## src/rtl/fir_inverse_filter_if.sv

```systemverilog
// Sample stream bundle for the FIR inverse filter: filtered y samples in,
// recovered x samples out, each side with its own valid/ready pair.
interface fir_inverse_filter_if;
  logic signed [15:0] y_in;
  logic               y_valid;
  logic               y_ready;
  logic signed [7:0]  x_out;
  logic               x_valid;
  logic               x_ready;

  modport master (output y_in, y_valid, x_ready, input  y_ready, x_out, x_valid);
  modport slave  (input  y_in, y_valid, x_ready, output y_ready, x_out, x_valid);
endinterface

```

## src/rtl/fir_inverse_filter.sv

```systemverilog
// Exact recursive inverse of a 4-tap FIR with h0=1: x[n] = y[n] - H1*x[n-1] - H2*x[n-2] - H3*x[n-3].
// Saturates to 8 bits and keeps the clamped value in the history so recovery stays deterministic.
module fir_inverse_filter #(
  parameter logic signed [7:0] H1 = 8'sd2,
  parameter logic signed [7:0] H2 = 8'sd3,
  parameter logic signed [7:0] H3 = 8'sd4
) (
  input  logic                clk,
  input  logic                rst_n,
  input  logic                clear_i,
  fir_inverse_filter_if.slave bus,
  output logic                sat_pulse_o,
  output logic                sat_sticky_o,
  output logic [15:0]         sample_cnt_o
);

  typedef enum logic {S_EMPTY, S_FULL} state_e;

  state_e             state_q, state_d;
  logic signed [7:0]  x1_q, x1_d, x2_q, x2_d, x3_q, x3_d;
  logic signed [7:0]  xout_q, xout_d;
  logic               pulse_q, pulse_d;
  logic               sticky_q, sticky_d;
  logic [15:0]        cnt_q, cnt_d;

  logic signed [15:0] p1, p2, p3;
  logic signed [18:0] acc;
  logic signed [7:0]  xclamp;
  logic               clamped;
  logic               accept;

  // Products are full 16-bit signed; accumulator has headroom for the worst-case sum.
  assign p1  = 16'(H1) * 16'(x1_q);
  assign p2  = 16'(H2) * 16'(x2_q);
  assign p3  = 16'(H3) * 16'(x3_q);
  assign acc = 19'(bus.y_in) - 19'(p1) - 19'(p2) - 19'(p3);

  always_comb begin
    xclamp  = $signed(acc[7:0]);
    clamped = 1'b0;
    if (acc > 19'sd127) begin
      xclamp  = 8'sd127;
      clamped = 1'b1;
    end else if (acc < -19'sd128) begin
      xclamp  = -8'sd128;
      clamped = 1'b1;
    end
  end

  // ---- output-register FSM: state register
  always_ff @(posedge clk or negedge rst_n) begin
    if (!rst_n) state_q <= S_EMPTY;
    else        state_q <= state_d;
  end

  // ---- next state
  always_comb begin
    state_d = state_q;
    if (clear_i)                             state_d = S_EMPTY;
    else if (accept)                         state_d = S_FULL;
    else if (state_q == S_FULL && bus.x_ready) state_d = S_EMPTY;
  end

  // ---- outputs; a full register frees up only when downstream drains it this cycle
  always_comb begin
    bus.y_ready = !clear_i && (state_q == S_EMPTY || bus.x_ready);
    bus.x_valid = (state_q == S_FULL);
  end

  assign accept = bus.y_valid && bus.y_ready;

  // ---- datapath next state; clear wins over a simultaneous accept
  always_comb begin
    x1_d     = x1_q;
    x2_d     = x2_q;
    x3_d     = x3_q;
    xout_d   = xout_q;
    cnt_d    = cnt_q;
    sticky_d = sticky_q;
    pulse_d  = 1'b0;
    if (clear_i) begin
      x1_d     = '0;
      x2_d     = '0;
      x3_d     = '0;
      xout_d   = '0;
      cnt_d    = '0;
      sticky_d = 1'b0;
    end else if (accept) begin
      xout_d   = xclamp;
      x1_d     = xclamp;
      x2_d     = x1_q;
      x3_d     = x2_q;
      cnt_d    = cnt_q + 16'd1;
      pulse_d  = clamped;
      sticky_d = sticky_q | clamped;
    end
  end

  always_ff @(posedge clk or negedge rst_n) begin
    if (!rst_n) begin
      x1_q     <= '0;
      x2_q     <= '0;
      x3_q     <= '0;
      xout_q   <= '0;
      cnt_q    <= '0;
      sticky_q <= 1'b0;
      pulse_q  <= 1'b0;
    end else begin
      x1_q     <= x1_d;
      x2_q     <= x2_d;
      x3_q     <= x3_d;
      xout_q   <= xout_d;
      cnt_q    <= cnt_d;
      sticky_q <= sticky_d;
      pulse_q  <= pulse_d;
    end
  end

  assign bus.x_out    = xout_q;
  assign sat_pulse_o  = pulse_q;
  assign sat_sticky_o = sticky_q;
  assign sample_cnt_o = cnt_q;

endmodule

```

## src/flat_wrapper.sv

```systemverilog
// flat-port wrapper written by rule: the top's interface ports become plain ports
module fir_inverse_filter_flat 
#(
  parameter logic signed [7:0] H1 = 8'sd2,
  parameter logic signed [7:0] H2 = 8'sd3,
  parameter logic signed [7:0] H3 = 8'sd4
)
  (clk, rst_n, clear_i, sat_pulse_o, sat_sticky_o, sample_cnt_o, bus_y_in, bus_y_valid, bus_x_ready, bus_y_ready, bus_x_out, bus_x_valid);
  fir_inverse_filter_if bus_i ();
  input  logic clk;
  input  logic rst_n;
  input  logic clear_i;
  output logic sat_pulse_o;
  output logic sat_sticky_o;
  output logic [15:0] sample_cnt_o;
  input wire logic [$bits(bus_i.y_in)-1:0] bus_y_in;
  input wire logic [$bits(bus_i.y_valid)-1:0] bus_y_valid;
  input wire logic [$bits(bus_i.x_ready)-1:0] bus_x_ready;
  output wire logic [$bits(bus_i.y_ready)-1:0] bus_y_ready;
  output wire logic [$bits(bus_i.x_out)-1:0] bus_x_out;
  output wire logic [$bits(bus_i.x_valid)-1:0] bus_x_valid;
  assign bus_i.y_in = bus_y_in;
  assign bus_i.y_valid = bus_y_valid;
  assign bus_i.x_ready = bus_x_ready;
  assign bus_y_ready = bus_i.y_ready;
  assign bus_x_out = bus_i.x_out;
  assign bus_x_valid = bus_i.x_valid;
  fir_inverse_filter #(.H1(H1), .H2(H2), .H3(H3)) u_core (.clk(clk), .rst_n(rst_n), .clear_i(clear_i), .bus(bus_i), .sat_pulse_o(sat_pulse_o), .sat_sticky_o(sat_sticky_o), .sample_cnt_o(sample_cnt_o));
endmodule
```

## config.mk

```make
export PLATFORM = sky130hd
export DESIGN_NAME = fir_inverse_filter_flat
export DESIGN_NICKNAME = d
export VERILOG_FILES = /design/src/rtl/fir_inverse_filter_if.sv /design/src/rtl/fir_inverse_filter.sv /design/src/flat_wrapper.sv
export SDC_FILE = /design/constraint.sdc
export NUM_CORES = 1
export LEC_CHECK = 0
export BUFFER_PORTS_ARGS = -buffer_cell sky130_fd_sc_hd__buf_2
export CAP_MARGIN = 20
export CORE_ASPECT_RATIO = 0.7
export CORE_MARGIN = 3
export CORE_UTILIZATION = 32
export DETAILED_ROUTE_END_ITERATION = 12
export GPL_TIMING_DRIVEN = 0
export PLACE_DENSITY = 0.49
export SLEW_MARGIN = 15
export SYNTH_ARGS = -nofsm -noshare
export SYNTH_HDL_FRONTEND = slang
export SYNTH_SLANG_ARGS = --single-unit
```

## constraint.sdc

```tcl
create_clock -name clk -period 11.37 [get_ports clk]
set_input_delay 2.274 -clock clk [delete_from_list [all_inputs] [get_ports clk]]
set_output_delay 2.274 -clock clk [all_outputs]
set_load 0.01 [all_outputs]
```

==> results of run 1 <==
==> critical path: cells and delay by family <==
kind                     cells  cell delay, ns
AO/OA/AOI/OAI                9            2.39
adder cells (fa/ha/maj)      5            2.03
XOR/XNOR                     2            0.50
AND/OR/NAND/NOR              6            1.47
buffers and inverters        3            0.18
==> placed cells by master, fill, tap and decap left out, drive strengths merged, types with 3 or more instances in the layout <==
cell type  count
nor2          34
o211ai         4
nand3b         3
xnor2         21
a221oi         3
o31ai         14
nand2         54
inv           68
nor4           3
o21ai         29
fa            22
a211oi         4
nor3           8
xor2          15
nor2b          7
buf           52
and3          12
a21oi         19
clkbuf        17
a21o          10
nand3          9
and2           3
a31oi          3
nor3b          5
nand4          9
dfrtp         43
nand2b        12
ha            53
==> cell usage after synthesis (3+ instances only) <==
master     n
inv_1     68
ha_1      53
nand2_1   53
dfrtp_1   43
nor2_1    33
o21ai_0   27
fa_1      22
xnor2_1   21
a21oi_1   18
xor2_1    15
o31ai_1   13
nand2b_1  12
and3_1    10
nand3_1    9
nand4_1    9
clkbuf_1   8
nor3_1     8
nor2b_1    7
a21o_1     6
nor3b_1    5
a211oi_1   4
clkbuf_8   4
o211ai_1   4
a21o_2     3
a221oi_1   3
a31oi_1    3
and2_1     3
nand3b_1   3
==> metrics by stage <==
stage	util	setup WS, ns	cell area [um^2]	instances
2_1_floorplan	-	3.55	4540	515
3_3_place_gp	0.370	2.39	5010	747
3_5_place_dp	0.370	2.41	5010	747
4_1_cts	0.382	2.69	5170	754
5_1_grt	0.384	2.30	5190	755
6_report	0.384	2.67	5190	755
==> worst max path at each step <==
stage,from,end,slack [ns],cells after the start
after global placement,bus_y_in[3],u_core.sat_sticky_o,2.39,25
after CTS,bus_y_in[3],u_core.sat_sticky_o,2.69,25
final,bus_y_in[3],u_core.sat_sticky_o,2.67,25
after floorplan,bus_y_in[3],u_core.sat_sticky_o,3.55,24
after detailed placement,bus_y_in[3],u_core.sat_sticky_o,2.41,25
after global routing,bus_y_in[3],u_core.sat_sticky_o,2.30,25
==> area by class of cell <==
class                   count  area (um^2)  area share
plain buffers              16          118      0.0227
clock buffers               5          125      0.0241
clock inverters             2         37.5     0.00723
inverters                  68          255      0.0492
multi-input cells         388         3090       0.596
flip-flops and latches     43         1080       0.207
well taps                 185          231      0.0446
repair buffers             48          255      0.0492
==> state kept, by name, indices dropped and copies added, names as in the netlist <==
register,cells
u_core.x1_q,8
u_core.sat_pulse_o,1
u_core.bus.x_valid,1
u_core.sat_sticky_o,1
u_core.x2_q,8
u_core.x3_q,8
u_core.sample_cnt_o,16
==> kinds of logic (layout without fill, tap and decap cells) <==
family | count (synthesis) | after routing | synth area share
flip-flops | 43 | 43 | 0.237
AND/OR/NAND/NOR | 169 | 169 | 0.192
AO/OA/AOI/OAI | 104 | 104 | 0.167
XOR/XNOR | 36 | 36 | 0.0694
buffers and inverters | 84 | 139 | 0.0821
multiplexers | 4 | 4 | 0.00936
adder cells (fa/ha/maj) | 75 | 75 | 0.243
==> routing by layer <==
| layer | up-vias | track usage |
|---|---|---|
| met5 | - | 0 |
| met4 | 0 | 0.0138 |
| met3 | 2 | 0.0215 |
| met2 | 61 | 0.199 |
| met1 | 1764 | 0.241 |
| li1 | 1877 | - |
==> summary.md, run 1 <==
| Metric | Value |
|---|---|
| Post-DP HPWL | 8910 um |
| # hold bufs at CTS | 0 |
| Clk_lat worst skew | 0.28 ns |
| Post-Syn Area | 0.00454 mm^2 |
| Synth Register Bits | 43 |
| M1 WL | 6350 um |
| Critical path class | input pin to flop |
| WL final | 11,000 um |
| Max cap viols | 0 |
| Startpoint types | input pin |
| CTS clock-pin slew for the worst setup and hold paths | 0.06 ns |
| Nets | 666 |
| Area Growth Syn to Fin | 14.3% |
| Synth area leaders | dfrtp_1, ha_1, fa_1 |
| Overall Global Routing Usage | 0.145 |
| Worst Tran Pin Value | 0.608 ns |
| Synthesized instance count | 515 |
| Mean area per synthesized cell | 8.82 um^2 |
| Post-CTS setup buffer count | 0 |
| Average wire per standard cell | 14.5 um |
| Net Count, Synth | 611 |
| Top cell type's share of synthesized area | 0.237 |
| Seq/Total Area, Yosys | 0.237 |
| Drt drc | 0 |
| Worst r2r src | u_core.x2_q[2] |
| Core ar. | 0.0135 mm^2 |
| Worst endpoint required time | 11.52 ns |
| Main synth FF type | dfrtp_1 |
| Worst path most repeated cell | ha_1 |
| Top Metal Used | met4 |
| Die area | 0.0157 mm^2 |
| Total CTS buffers | 5 |
| Hold Crit Start | u_core.sample_cnt_o[13] |
| Worst Reg-to-Reg Cells | 23 |
| Height of the die | 106 um |
| Crit-path slowest cell | fa_1 |
| Row cnt | 35 |
| Total gr overflow | 0 |
| Violation count after the first detailed-route iteration | 166 |
| Setup violations, final | 0 |
| Vias | 3,704 |
| Share of layout cells above drive strength 1 | 0.158 |
| Clock skew | 0.00742 ns |
| Max Clock Freq | 115 MHz |
| Final slew viol count | 0 |
| RSZ-0062 raised after global routing | false |
| First-pass GRT wire length | 18,700 um |
| DR vias/cell | 4.91 |
| # IOs | 49 |
| Setup TNS | 0 ns |
| Die Wd | 148 um |
| Final hold slack | 0.492 ns |
| Largest net degree at the start of global routing | 44 |
| Pre-antenna DRT Iters | 5 |
| Met2 routed WL | 4120 um |
| # resized after CTS | 0 |
| Crit path max fanout | 8 |
| FILL cells | 1,395 |
| Crit end category | flop |
| Met3 wire length | 477 um |
| # port buffers | 47 |
| Vias in the first global route | 3,636 |
| Final min period | 8.70 ns |
| Max clock buf depth | 2 |
| Number of enable flip-flop cells after synthesis | 0 |
| Hold Path End | u_core.sample_cnt_o[13] |
| Hold Crit Class | flop to flop |
| Async SR Flop Fraction | 1.00 |
| Starting Density | 0.336 |
| Clock sink total | 43 |
| Synth area leader | dfrtp_1 |
| Fin. Hold Viols | 0 |
| Synth warn | 0 |
| Fin crit share | 0.765 |
| Worst slew margin | 0.591 |
| Antenna-violating nets left | 0 |
| TritonCTS clock tree | done |
| Reg-to-reg setup timing slack | 4.35 ns |
| Critical R2R Capture | u_core.sat_sticky_o |
| Root Driver | clkbuf_16 |
| Routability cong. | 0.888 |
| # diodes | 0 |
| CP arrival | 8.85 ns |
| Worst hold path cell count | 1 |
| Yosys cell types | 67 |
| Status | finished, final reports clean |
| Initial antenna violation count | 0 |
| Htree depth | 2 |
| Max incr delay on CP | 0.55 ns |
Power of run 1 is left out: the tool's default activity adds up to more than one toggle a clock period on the data nets, which glitch-free logic cannot reach.
==> inputs of run 2 (changes only) <==
- PLACE_DENSITY: 0.49 -> 0.5
- clock period: 11.37 -> 7.2 ns (I/O delays scaled with it)
==> run 2 against run 1 <==
Sequential share of layout area shrank 0.82 points. Final cell count grew 1.2%. Worst setup slack worse by 2.5 ns. Non-clock buffer count grew 8. Flip-flop and latch count unchanged. Register-to-register slack lost 3.4 ns. Final area increased by 4.1%. Global-route usage is 0.67 points higher. Critical path depth unchanged. Clock skew grew 0.00086 ns. Clock-buffer cell count is 1 higher. Hold slack gained 0.013 ns.
==> summary.md, run 2 (synthesized netlist as in run 1, its figures left out) <==
| Metric | Value |
|---|---|
| Starting Density | 0.336 (unchanged) |
| Largest net degree at the start of global routing | 44 (unchanged) |
| Crit end category | flop |
| Post-DP HPWL | 8990 um (+0.91%) |
| WL final | 11,400 um (+4.0%) |
| DR vias/cell | 4.87 (-0.75%) |
| Drt drc | 0 (unchanged) |
| Htree depth | 2 (unchanged) |
| Crit path max fanout | 8 (unchanged) |
| Antenna-violating nets left | 0 (unchanged) |
| Commonest cells after routing, fill and taps aside | inv_1, nand2_1, buf_2 |
| Share of layout cells above drive strength 1 | 0.209 (+0.0511) |
| Max clock buf depth | 2 (unchanged) |
| Critical path class | input pin to flop |
| Setup violations, final | 0 (unchanged) |
| TritonCTS clock tree | done |
| # IOs | 49 (unchanged) |
| # port buffers | 47 (unchanged) |
| Placed Instance Area | 0.00501 mm^2 (unchanged) |
| CTS clock-pin slew for the worst setup and hold paths | 0.07 ns (about the same) |
| Fin crit share | 0.974 |
| Violation count after the first detailed-route iteration | 199 (+20%) |
| Row cnt | 35 (unchanged) |
| Core ar. | 0.0135 mm^2 (unchanged) |
| Die area | 0.0157 mm^2 (unchanged) |
| Worst endpoint required time | 7.36 ns (-4.16 ns) |
| Pre-antenna DRT Iters | 4 (-1) |
| Die Wd | 148 um (unchanged) |
| Height of the die | 106 um (unchanged) |
| Most common cell after layout, fill and taps aside | inv_1 |
| Average wire per standard cell | 14.9 um (+2.8%) |
| Overall Global Routing Usage | 0.152 (+0.00672) |
| Fin. Hold Viols | 0 (unchanged) |
| Vias | 3,720 (+0.43%) |
| Nets | 674 (+1.2%) |
| Max cap viols | 0 (unchanged) |
| Total CTS buffers | 5 (unchanged) |
| Clk_lat worst skew | 0.29 ns (about the same) |
| Vias in the first global route | 3,764 (+3.5%) |
| Worst setup margin | 0.187 ns (-2.48 ns) |
| Routability cong. | 0.823 (-7.3%) |
| Worst slew margin | 0.340 (-0.250) |
| Worst Tran Pin Value | 0.989 ns (+0.382 ns) |
| Final instance area | 0.00541 mm^2 (+4.1%) |
| Area Growth Syn to Fin | 19.0% |
| # diodes | 0 (unchanged) |
| First-pass GRT wire length | 19,500 um (+3.8%) |
| Setup TNS | 0 ns (unchanged) |
| CP arrival | 7.17 ns (-1.68 ns) |
| Max Clock Freq | 143 MHz |
| Initial antenna violation count | 0 (unchanged) |
| Root Driver | clkbuf_16 |
| Worst slack, placed | -0.937 ns (-3.34 ns) |
| Startpoint types | input pin |
| Final min period | 7.01 ns |
| Status | finished, final reports clean |
| Max FFs per register | 16 (unchanged) |
| Hold Crit Class | flop to flop |
| Total gr overflow | 0 (unchanged) |
| Clock skew | 0.00828 ns (+0.000855 ns) |
| Final slew viol count | 0 (unchanged) |
| Clock sink total | 43 (unchanged) |
## run 2: final cells by class
| class | instances | area, um^2 |
|---|---|---|
| Multi-Input combinational cell | 388 | 3270 |
| Inverter | 68 | 255 |
| Tap cell | 185 | 231 |
| Buffer | 16 | 118 |
| Timing Repair Buffer | 56 | 303 |
| Clock buffer | 6 | 139 |
| Sequential cell | 43 | 1080 |
| Fill cell | 1360 | 8120 |
| Clock inverter | 2 | 13.8 |
## run 2: per-layer routing
metal  GRT usage  part of all wire  vias up
met5           0                 0        -
met4      0.0283            0.0084        0
met3      0.0335             0.045        8
met2       0.216              0.40       70
met1       0.234              0.55     1761
li1            -                 -     1881
## run 2: what timing repair did
action / 4_1_cts / 5_1_grt
setup endpoints to repair: 9 / 9
hold endpoints to repair: 0 / 0
hold buffers: 0 / 0
cloned: 0 / 0
gates resized for setup: 12 / 21
buffers inserted: 3 / 6
pin swaps: 8 / 24
## run 2: stage by stage
| step | std cells | util | hold WS (ns) |
|---|---|---|---|
| after floorplan | 515 | - | 0.491 |
| after global placement | 747 | 0.370 | 0.475 |
| after detailed placement | 747 | 0.370 | 0.503 |
| after CTS | 758 | 0.389 | 0.512 |
| after global routing | 764 | 0.400 | 0.524 |
| final | 764 | 0.400 | 0.505 |
## run 2: worst paths after layout
kind                                         start                      end  slack (ns)  depth (start not counted)
max                                    bus_y_in[3]      u_core.sat_sticky_o        0.19                         25
min                        u_core.sample_cnt_o[13]  u_core.sample_cnt_o[13]        0.50                          1
max reg2reg                         u_core.x2_q[2]      u_core.sat_sticky_o        0.97                         23
min reg2reg                u_core.sample_cnt_o[13]  u_core.sample_cnt_o[13]        0.50                          1
max in group asynchronous                    rst_n           u_core.x1_q[5]        5.27                          1
min in group asynchronous                    rst_n  u_core.sample_cnt_o[13]        1.29                          1
## run 2: critical path: stages
cell and delay, ns:
buf_2 0.09, inv_2 0.03, fa_1 0.55, ha_4 0.22, fa_1 0.51, inv_2 0.05
ha_4 0.22, and3_4 0.15, a2111oi_4 0.37, a21o_1 0.23, nor3b_2 0.06, o31a_1 0.30
nor2_1 0.13, xnor2_1 0.14, ha_1 0.25, buf_6 0.14, a21o_4 0.23, a311oi_2 0.26
o31ai_1 0.12, or3_4 0.43, xor2_4 0.20, nand4_1 0.17, o41ai_4 0.45, nor2b_4 0.29
o22ai_1 0.11
Power of run 2 is left out for the same reason.
